**src/rtl/alu_cmd_driver.sv**
```systemverilog
// ----------------------------------------------------------------------------
// alu_cmd_driver
//
// Sequential command front-end for a 4-bit combinational ALU. It accepts one
// operand/opcode command at a time over a valid/ready handshake and drives the
// ALU inputs from registers. It samples the ALU result one cycle later and
// presents that result on a valid/ready result port. Chained commands reuse
// the previous result as operand A.
//
// Ports
//   clk        rising-edge clock
//   rst_n      asynchronous active-low reset
//   cmd_valid  command present
//   cmd_ready  driver can accept a command (IDLE only)
//   cmd_a      operand A (ignored when cmd_chain=1)
//   cmd_b      operand B / shift amount
//   cmd_op     00 add, 01 sub, 10 shift-left, 11 AND
//   cmd_chain  use the last captured result as operand A
//   alu_a      registered ALU operand A
//   alu_b      registered ALU operand B
//   alu_s      registered ALU select (equals the accepted cmd_op)
//   alu_f      ALU result, combinational from alu_a/alu_b/alu_s
//   res_valid  result present (RESP only)
//   res_ready  consumer accepts the result
//   res_data   captured ALU result
//   res_op     opcode that produced res_data
//   op_count   completed results, modulo 256
// ----------------------------------------------------------------------------
module alu_cmd_driver (
   input  logic       clk,
   input  logic       rst_n,
   input  logic       cmd_valid,
   output logic       cmd_ready,
   input  logic [3:0] cmd_a,
   input  logic [3:0] cmd_b,
   input  logic [1:0] cmd_op,
   input  logic       cmd_chain,
   output logic [3:0] alu_a,
   output logic [3:0] alu_b,
   output logic [1:0] alu_s,
   input  logic [3:0] alu_f,
   output logic       res_valid,
   input  logic       res_ready,
   output logic [3:0] res_data,
   output logic [1:0] res_op,
   output logic [7:0] op_count
);

   typedef enum logic [1:0] {
      IDLE  = 2'd0,
      DRIVE = 2'd1,
      RESP  = 2'd2
   } state_t;

   state_t     state_reg;
   logic [3:0] last_res_reg;

   // Both handshake outputs decode the state register only. As a result, no
   // combinational path runs from any input to the command or result side.
   assign cmd_ready = (state_reg == IDLE);
   assign res_valid = (state_reg == RESP);

   always_ff @(posedge clk or negedge rst_n) begin
      if (!rst_n) begin
         state_reg    <= IDLE;
         last_res_reg <= 4'd0;
         alu_a        <= 4'd0;
         alu_b        <= 4'd0;
         alu_s        <= 2'd0;
         res_data     <= 4'd0;
         res_op       <= 2'd0;
         op_count     <= 8'd0;
      end else begin
         case (state_reg)
            IDLE: begin
               // The ALU inputs change only when a command is accepted. They
               // stay quiet while the driver is idle.
               if (cmd_valid) begin
                  alu_a     <= cmd_chain ? last_res_reg : cmd_a;
                  alu_b     <= cmd_b;
                  alu_s     <= cmd_op;
                  res_op    <= cmd_op;
                  state_reg <= DRIVE;
               end
            end
            DRIVE: begin
               // The ALU has had one full cycle with stable inputs, so alu_f
               // is captured here verbatim. No local recomputation is done.
               res_data     <= alu_f;
               last_res_reg <= alu_f;
               state_reg    <= RESP;
            end
            RESP: begin
               if (res_ready) begin
                  op_count  <= op_count + 8'd1;
                  state_reg <= IDLE;
               end
            end
            default: state_reg <= IDLE;
         endcase
      end
   end

endmodule

```
**config.mk**
```make
export PLATFORM = sky130hd
export DESIGN_NAME = alu_cmd_driver
export DESIGN_NICKNAME = d
export VERILOG_FILES = /design/src/rtl/alu_cmd_driver.sv
export SDC_FILE = /design/constraint.sdc
export NUM_CORES = 1
export LEC_CHECK = 0
export ABC_AREA = 1
export ABC_CLOCK_PERIOD_IN_PS = 2200
export BUFFER_PORTS_ARGS = -buffer_cell sky130_fd_sc_hd__buf_4
export CAP_MARGIN = 20
export CORE_MARGIN = 2
export CORE_UTILIZATION = 35
export DETAILED_ROUTE_END_ITERATION = 8
export MAX_ROUTING_LAYER = met4
export SLEW_MARGIN = 20
export SYNTH_ARGS = -nofsm -noshare
export SYNTH_HDL_FRONTEND = slang
export SYNTH_SLANG_ARGS = --single-unit
```
**constraint.sdc**
```tcl
create_clock -name clk -period 2.2 [get_ports clk]
set_input_delay 0.44 -clock clk [delete_from_list [all_inputs] [get_ports clk]]
set_output_delay 0.44 -clock clk [all_outputs]
set_load 0.1 [all_outputs]
```
# After elaboration in Yosys (flattened, before gate mapping)

Cells that the tools add are included.

Register bits: 24
Logic and storage cells: 19

Eq/ne operators: 4
Add/subtract/negate cells: 1
Multiplexer cells: 4
Reduce and logical (&&, ||, !) cells: 4

Operators by type and width:

| cell                                                  | count |
|---|---|
| adder 8 x 1 -> 8 bit, second input constant           | 1 |
| one-hot mux 2 bit (3 select lines)                    | 1 |
| AND reduction 2 bit                                   | 3 |
| 2-to-1 mux 2 bit                                      | 2 |
| 2-to-1 mux 4 bit                                      | 1 |
| equality test 2 x 1 -> 1 bit, second input constant   | 1 |
| equality test 2 bit, second input constant            | 1 |
| zero test 2 bit                                       | 1 |
| inequality test 2 x 1 -> 1 bit, second input constant | 1 |
| inequality test 2 bit, second input constant          | 1 |

# Logic depth before layout (Yosys ltp)

Gate-level depths: netlist of the first run.

Depth in word-level cells: 3
Mapped depth: 7
Gate-level depth less buffers: 7

# Worst setup path after synthesis of the first run

OpenSTA, ideal clock, no wires.

Kind: register to output
From: register state_reg[1]
To: output port res_valid
Slack: 0.004 ns
Arrival: 1.756 ns
Cell stages (with the launch flop): 3
Cell sequence: dfrtp_1 -> inv_1 -> nor2_1

Longest elaborated chain between the ends: 1

RTL lines:

| element                | line | source |
|---|---|---|
| start, declared        | 55   | `state_t state_reg;` |
| start signal, assigned | 65   | `state_reg <= IDLE;` |
| start signal, assigned | 83   | `state_reg <= DRIVE;` |
| start signal, assigned | 91   | `state_reg <= RESP;` |
| equality test 2 bit    | 61   | `assign res_valid = (state_reg == RESP);` |
| end, declared          | 42   | `output logic res_valid,` |

No other way between the ends.

# Worst setup path after layout of the first run

From: register state_reg[1]
To: output port cmd_ready

Longest elaborated chain between the ends: 1

RTL lines:

| element         | line | source |
|---|---|---|
| zero test 2 bit | 60   | `assign cmd_ready = (state_reg == IDLE);` |
| end, declared   | 33   | `output logic cmd_ready,` |

No other way between the ends.

==> results of run 1 <==
==> metrics by stage <==
| stage | instance area [sq um] | util [%] | cells |
|---|---|---|---|
| after floorplan | 1080 | - | 122 |
| after global placement | 1420 | 47.4 | 196 |
| after detailed placement | 1420 | 47.4 | 196 |
| after CTS | 1490 | 49.5 | 201 |
| after global routing | 1490 | 49.5 | 201 |
| final | 1490 | 49.5 | 201 |
==> cells by family (layout without fill, tap and decap cells) <==
group / count (synthesis) / after routing / synth area share [%]
AO/OA/AOI/OAI: 13 / 13 / 6.03
XOR/XNOR: 4 / 4 / 3.25
adder cells (fa/ha/maj): 1 / 1 / 1.16
buffers and inverters: 17 / 63 / 7.31
flip-flops: 24 / 24 / 55.7
AND/OR/NAND/NOR: 63 / 63 / 26.6
==> layout make-up <==
class	instances	area, sq um
fill	302	1520
sequential	24	601
multi-input combinational	81	399
timing repair buffer	45	340
inverter	14	52.6
tap	33	41.3
clock inverter	1	30.0
clock buffer	3	22.5
==> cells in the final DEF, fill, tap and decap left out <==
master,netlist,final
nand3_1,5,5
xor2_1,2,2
nand2_2,1,1
ha_1,1,1
nor2_1,7,7
nor2_2,1,1
o21ai_0,5,5
nand2_1,44,44
bufinv_16,0,1
a21oi_1,4,4
nand2_4,1,1
nand4_1,1,1
buf_4,2,44
dfrtp_1,24,24
nor2_4,2,2
o21ai_1,4,4
clkbuf_4,0,3
inv_2,1,1
nand3_4,1,1
inv_1,13,13
xnor2_1,2,2
dlygate4sd3_1,0,1
==> how the worst max path moves through the flow <==
stage	cells past startpoint	endpoint
global placement	2	cmd_ready
global route	3	res_valid
detailed placement	2	cmd_ready
finish	2	cmd_ready
CTS	2	cmd_ready
floorplan	2	res_valid
==> routing by layer <==
metal  vias up  wire length (um)
met5         -                 0
met3         2               151
met1       398               958
met4         0                14
li1        466                 -
met2        31              1050
==> critical path: stages (launching register included) <==
cell and delay (ns):
dfrtp_1 0.45, nor2_2 0.22, buf_4 0.33
==> timing repair <==
action	in CTS	in global routing
hold buffers	1	0
gates resized for setup	0	0
buffers inserted	0	0
endpoints found under the hold margin	10	0
==> summary.md, run 1 <==
| Metric | Value |
|---|---|
| Run status | `finished clean` |
| Worst Min Path Start | `cmd_op[1]` |
| Final-report hold violation count | `0` |
| EDFF count, synth | `0` |
| Crit path arrival time | `1.31 ns` |
| Hold path depth | `3` |
| Sequential fraction of the synthesis area | `55.7%` |
| Synthesized Nets | `142` |
| Reg-to-Reg Start | `op_count[0]` |
| Port bufs | `44` |
| Met2 GRT Util | `23.4%` |
| Post-synthesis to final-layout area growth | `37.8%` |
| Total global-route track usage | `14.5%` |
| Maximum number of pins on one net before global-route repair | `25` |
| Total of warnings raised by yosys | `0` |
| Number of routed nets with antenna violations | `0` |
| Flip-flop count of the largest register after layout | `8` |
| Setup TNS | `0 ns` |
| Min Tclk post-route | `1.75 ns` |
| Global placer's final weighted congestion | `0.746` |
| ANT cells | `0` |
| Number of remaining DRC errors | `0` |
| Critical Path Source | `state_reg[1]` |
| Post-Syn Area | `1080 sq um` |
| Endpoint kind of the worst setup timing path | `primary output` |
| Synthesized instance count | `122` |
| 1st-pass router iterations | `4` |
| Setup repair after global routing missed its margin | `false` |
| Sinks on the clock net | `24` |
| Setup-failing EPs final | `0` |
| Max Cap Viol | `0` |
| Io pins | `45` |
| Asr flop ratio synth | `100%` |
| Highest attainable clock frequency | `573 MHz` |
| Final max-slew violation count | `0` |
| Row Count | `20` |
| Placeable core area | `3000 sq um` |
| Post-DR wirelength/cell | `10.8 um` |
| Register-to-register path setup slack | `0.97 ns` |
| Leading cell types by total area after synthesis | `dfrtp_1 56%, nand2_1 15%, inv_1 4.5%` |
| Fraction of layout instances using a drive strength above 1 | `32.7%` |
| Crit start category | `flop` |
| Worst Reg2Reg Path Length in Cells | `6` |
| Initial antenna violation count | `0` |
| Post-route fraction of the period consumed by the critical path | `79.4%` |
| Met1 capacity usage during global routing | `18.4%` |
| Relative slew margins | `79.6%` |
| Area of the die | `3540 sq um` |
| Biggest area consumer among synthesized cells | `dfrtp_1` |
| Nets@finish | `189` |
| Root buffer selected by CTS | `clkbuf_4` |
| Vias | `897` |
| Count of unique library cells instantiated by Yosys | `20` |
| Met3 usage in global routing | `2.62%` |
| Wire length of the first global-routing pass | `3.80 mm` |
| Final HPWL DP | `1.69 mm` |
| Setup WS post-layout | `0.454 ns` |
| Ys flop type | `dfrtp_1` |
| Setup slack at placement | `0.811 ns` |
| Endpoint of the most critical register-to-register path | `op_count[6]` |
| Avg Inst Size Synth | `8.84 sq um` |
| Endpoint, Worst Hold | `res_op[1]` |
| Maximum clock insertion buffer count | `2` |
| Total global routing overflow | `0` |
| H-tree lvl count | `1` |
| TritonCTS clock tree | `yes` |
| Via count of the first global-routing pass | `904` |
| Biggest register | `op_count` |
| Initial DRC Count | `28` |
| Clock Skew | `0.000713 ns` |
| Worst Hold Class | `primary input to flop` |
| Busiest grt layer | `met2` |
| Crit Path Max Fanout | `3` |
| Top cell types by occurrence after synthesis | `44 x nand2_1, 24 x dfrtp_1, 13 x inv_1` |
| Starting utilization of the core area | `35.9%` |
| Number of buffers created by CTS | `3` |
| Slew of the pin with the lowest slew margin | `0.306 ns` |
| Worst hold margin | `0.311 ns` |
| Critical path data required time | `1.76 ns` |
| Crit Path Category | `flop to primary output` |
| Area fraction of the dominant cell type after synthesis | `55.7%` |
| Worst-path clk slew | `0.13 ns` |
| Later-pin clock latency in the skew report | `0.31 ns` |
| Flops & latches, synth | `24` |
| Via density per instance | `4.46` |
| Vertical extent of the die | `59.5 um` |
| Total routed wirelength | `2.18 mm` |
| Die outline width | `59.5 um` |
| Most frequent cell after synthesis | `nand2_1` |
Power of run 1 is left out: the tool's default activity adds up to more than one toggle a clock period on the data nets, which glitch-free logic cannot reach.
==> run 2, diff against run 1 <==
Settings changed: ABC_CLOCK_PERIOD_IN_PS 2200 to 1400.
Clock period 2.2 ns to 1.4 ns, I/O delays scaled along.
==> summary.md, run 2 (synthesis gave the netlist of run 1 again) <==
| Metric | Value |
|---|---|
| Total global routing overflow | `0` |
| Highest attainable clock frequency | `703 MHz` |
| Critical path data required time | `1.12 ns` |
| Crit Path Category | `flop to primary output` |
| Wire length of the first global-routing pass | `3.78 mm` |
| Area of the die | `3540 sq um` |
| Reg-to-Reg Start | `state_reg[0]` |
| Worst Reg2Reg Path Length in Cells | `6` |
| Vias | `930` |
| Relative slew margins | `80.4%` |
| Total routed wirelength | `2.22 mm` |
| Final-report hold violation count | `0` |
| Min Tclk post-route | `1.42 ns` |
| Register-to-register path setup slack | `0.15 ns` |
| H-tree lvl count | `1` |
| Met2 GRT Util | `23.1%` |
| Port bufs | `44` |
| Die outline width | `59.5 um` |
| Setup repair after global routing missed its margin | `true` |
| Worst Min Path Start | `cmd_op[1]` |
| Biggest register | `op_count` |
| Hold path depth | `3` |
| Via density per instance | `4.56` |
| Endpoint of the most critical register-to-register path | `op_count[2]` |
| Crit-path slowest cell | `dfrtp_2` |
| Endpoint kind of the worst setup timing path | `primary output` |
| CP top delay family | `flip-flops` |
| Max Cap Viol | `0` |
| Post-layout instance count excluding filler cells | `204` |
| Fraction of layout instances using a drive strength above 1 | `42.1%` |
| Met3 usage in global routing | `1.97%` |
| Most common cell after layout, fill and taps aside | `nand2_1` |
| Initial DRC Count | `28` |
| Starting utilization of the core area | `35.9%` |
| Crit Path Max Fanout | `3` |
| ANT cells | `0` |
| Violations in the final reports | `setup timing` |
| Maximum clock insertion buffer count | `2` |
| Met1 capacity usage during global routing | `18.8%` |
| Number of remaining DRC errors | `0` |
| Placeable core area | `3000 sq um` |
| Setup WS post-layout | `-0.0232 ns` |
| Number of routed nets with antenna violations | `0` |
| Placed instance area | `1470 sq um` |
| Root buffer selected by CTS | `clkbuf_4` |
| Finished Cell Area | `1570 sq um` |
| Cells after DPL | `196` |
| Post-DR wirelength/cell | `10.9 um` |
| Setup-failing EPs final | `1` |
| Post-synthesis to final-layout area growth | `45.5%` |
| Post-route fraction of the period consumed by the critical path | `102%` |
| Crit path arrival time | `1.14 ns` |
| Initial antenna violation count | `0` |
| Via count of the first global-routing pass | `891` |
| Worst Hold Class | `primary input to flop` |
| Row Count | `20` |
| CP bufs+invs | `1` |
| Vertical extent of the die | `59.5 um` |
| Clock Skew | `0.00405 ns` |
| Worst stage delay on the critical path | `0.47 ns` |
| Crit start category | `flop` |
| Utilization of the core after routing | `52.3%` |
| Final HPWL DP | `1.69 mm` |
| Endpoint, Worst Hold | `res_op[1]` |
| Top library cells by usage in the layout, fill and taps aside | `44 x nand2_1, 43 x buf_4, 13 x dfrtp_1` |
| Io pins | `45` |
| Setup slack at placement | `0.172 ns` |
| Number of filler cells placed in the layout | `300` |
| Total global-route track usage | `14.4%` |
| TritonCTS clock tree | `yes` |
| Register area | `619 sq um` |
| Run status | `finished, violations left` |
| Final max-slew violation count | `0` |
| Number of buffers created by CTS | `3` |
| Slew of the pin with the lowest slew margin | `0.294 ns` |
| Worst-path clk slew | `0.13 ns` |
| Nets@finish | `192` |
| 1st-pass router iterations | `4` |
| Global placer's final weighted congestion | `0.755` |
| Sinks on the clock net | `24` |
| Series of cell instances along the critical path | `nor2_4 -> buf_12` |
| Flip-flop count of the largest register after layout | `8` |
| Multi-input gate area in the final layout | `424 sq um` |
| Maximum number of pins on one net before global-route repair | `25` |
| Later-pin clock latency in the skew report | `0.31 ns` |
| Busiest grt layer | `met2` |
run 2: cell types whose count changed in the layout (fill, tap and decap cells not counted), sizes merged:
cell    previous run  this run
buf               44        47
bufinv             1         0
clkbuf             3         4
run 2: worst register-to-register path, delay by kind of cell (launching register included):
family	cells	cell delay [ns]
and+or+nand+nor	2	0.20
buffers and inverters	3	0.37
DFF	1	0.47
xor gates and xnor gates	1	0.12
run 2: how the worst max path moves through the flow:
stage	start	endpoint	slack [ns]	cells after the start
CTS	state_reg[1]	cmd_ready	-0.03	2
global route	state_reg[0]	cmd_ready	-0.07	2
global placement	state_reg[1]	res_valid	0.20	3
floorplan	state_reg[1]	alu_a[0]	-0.11	5
finish	state_reg[0]	cmd_ready	-0.02	2
detailed placement	state_reg[1]	res_valid	0.17	3
run 2: final cells by class:
type                    count  share of cell area [%]
flip-flops and latches     24                    39.5
multi-input cells          81                    27.0
repair buffers             48                    25.2
inverters                  14                    3.35
well taps                  33                    2.63
clock buffers               4                    2.31
run 2: metrics by stage:
stage          hold slack (ns)  setup TNS (ns)
2_1_floorplan          -0.0156          -0.995
3_3_place_gp             0.198               0
3_5_place_dp             0.197               0
4_1_cts                  0.158         -0.0525
5_1_grt                  0.167          -0.113
6_report                 0.168         -0.0232
run 2: per-layer routing:
metal	vias up	share of wire, %
met5	-	0
met4	0	0.63
met3	2	4.8
met2	29	49
met1	430	46
li1	469	-
run 2: what timing repair did:
item                                   in CTS  in global routing
setup endpoints to repair                   3                  3
endpoints found under the hold margin      24                  0
pin swaps                                   0                  2
buffers inserted                            2                  1
gates cloned                                0                  0
hold buffers                                1                  0
gates resized for setup                     9                  2
Power of run 2 is left out for the same reason.
==> run 3, diff against run 2 <==
==> constraint.sdc (replaced) <==
create_clock -name clk -period 1.4 [get_ports clk]
set_input_delay 0 -clock clk [delete_from_list [all_inputs] [get_ports clk]]
set_output_delay 0 -clock clk [all_outputs]
set_load 0.1 [all_outputs]
==> summary.md, run 3 (synthesis gave the netlist of run 1 again) <==
| Metric | Value |
|---|---|
| Critical path data required time | `1.40 ns` |
| Die outline width | `59.5 um` |
| CP bufs+invs | `2` |
| Port bufs | `44` |
| Worst stage delay on the critical path | `0.49 ns` |
| Worst-path clk slew | `0.13 ns` |
| Met3 usage in global routing | `2.84%` |
| Count of buffers added by post-CTS timing repair for setup | `0` |
| Critical Path Source | `state_reg[1]` |
| Post-DR wirelength/cell | `10.9 um` |
| Reg-to-Reg Start | `res_data[2]` |
| Vias | `953` |
| Number of filler cells placed in the layout | `269` |
| Series of cell instances along the critical path | `inv_1 -> nor2_4 -> buf_4` |
| Sinks on the clock net | `24` |
| Critical path depth in cells | `3` |
| Setup repair after global routing missed its margin | `false` |
| TritonCTS clock tree | `yes` |
| Flip-flop count of the largest register after layout | `8` |
| Maximum number of pins on one net before global-route repair | `25` |
| Setup WS post-layout | `0.0843 ns` |
| Crit Path Max Fanout | `3` |
| Endpoint of the most critical register-to-register path | `alu_a[2]` |
| Run status | `finished clean` |
| Busiest grt layer | `met2` |
| Area of the die | `3540 sq um` |
| Number of routed nets with antenna violations | `0` |
| H-tree lvl count | `1` |
| Total global routing overflow | `0` |
| Clock Skew | `0.00747 ns` |
| Final-report hold violation count | `0` |
| Crit path arrival time | `1.32 ns` |
| Min Tclk post-route | `1.32 ns` |
| Cells resized by post-CTS repair | `0` |
| Met1 capacity usage during global routing | `17.3%` |
| 1st-pass router iterations | `4` |
| Setup-failing EPs final | `0` |
| Highest attainable clock frequency | `760 MHz` |
| Global placer's final weighted congestion | `0.803` |
| Via density per instance | `4.41` |
| Fraction of layout instances using a drive strength above 1 | `34.4%` |
| Relative slew margins | `80.1%` |
| # hold bufs at CTS | `16` |
| Post-synthesis to final-layout area growth | `52.9%` |
| Crit-path slowest cell | `dfrtp_1` |
| Total routed wirelength | `2.36 mm` |
| Setup slack at placement | `0.228 ns` |
| Starting utilization of the core area | `35.9%` |
| Top library cells by usage in the layout, fill and taps aside | `44 x nand2_1, 44 x buf_4, 17 x dfrtp_1` |
| Initial antenna violation count | `0` |
| Root buffer selected by CTS | `clkbuf_4` |
| Biggest register | `op_count` |
| Wire length of the first global-routing pass | `4.03 mm` |
| Later-pin clock latency in the skew report | `0.31 ns` |
| Crit Path Category | `flop to primary output` |
| Row Count | `20` |
| Final max-slew violation count | `0` |
| ANT cells | `0` |
| Nets@finish | `204` |
| Maximum clock insertion buffer count | `2` |
| Vertical extent of the die | `59.5 um` |
| Io pins | `45` |
| Final HPWL DP | `1.74 mm` |
| Worst Reg2Reg Path Length in Cells | `5` |
| Met2 GRT Util | `27.0%` |
| CP top delay family | `flip-flops` |
| Number of buffers created by CTS | `3` |
| Endpoint kind of the worst setup timing path | `primary output` |
| Worst Hold Class | `primary input to flop` |
| Via count of the first global-routing pass | `967` |
| Number of remaining DRC errors | `0` |
| Max Cap Viol | `0` |
| Post-route fraction of the period consumed by the critical path | `94.0%` |
| Slew of the pin with the lowest slew margin | `0.299 ns` |
| Placeable core area | `3000 sq um` |
| Register-to-register path setup slack | `0.10 ns` |
| Crit start category | `flop` |
| Total global-route track usage | `15.4%` |
| Crit path to | `res_valid` |
| Initial DRC Count | `16` |
==> run 3: cell count changes in the layout (fill, tap and decap cells not counted), sizes merged <==
cell         change
dlygate4sd3     +15
buf              -3
==> run 3: final cells by class <==
type	count	area, sq um	share of cell area, %
well taps	33	41.3	2.50
repair buffers	60	490	29.7
flip-flops and latches	24	614	37.3
inverters	14	52.6	3.19
multi-input cells	81	424	25.7
clock buffers	4	26.3	1.59
==> run 3: layer usage <==
metal / wire length, um / share of wire [%]
met2: 1230 / 52
met4: 10 / 0.42
met5: 0 / 0
met1: 992 / 42
met3: 134 / 5.7
==> run 3: worst register-to-register path, stage by stage (launching register included) <==
cell and delay [ns]:
dfrtp_1 0.41, inv_1 0.07, nand2_1 0.04, o21ai_0 0.05, dlygate4sd3_1 0.56, o21ai_1 0.05
==> run 3: metrics by stage <==
stage	instances	area [sq um]	hold WS [ns]	utilization [%]	TNS [ns]
global placement	196	1460	-0.0797	48.7	0
CTS	216	1650	0.000953	54.9	0
finish	216	1650	0.000591	54.9	0
floorplan	122	1120	-0.296	-	-1.01
detailed placement	196	1460	-0.0820	48.7	0
global route	216	1650	0.0239	54.9	0
==> run 3: how the worst min path moves through the flow <==
stage                         start          end  slack [ns]  depth (start not counted)
after global routing       cmd_a[1]     alu_a[1]        0.02                          3
after global placement        rst_n  op_count[7]       -0.08                          1
after detailed placement      rst_n  op_count[7]       -0.08                          1
after CTS                 cmd_chain     alu_a[3]       0.001                          4
after floorplan               rst_n     alu_a[0]       -0.30                          0
final                      cmd_a[1]     alu_a[1]      0.0006                          3
Power of run 3 is left out for the same reason.
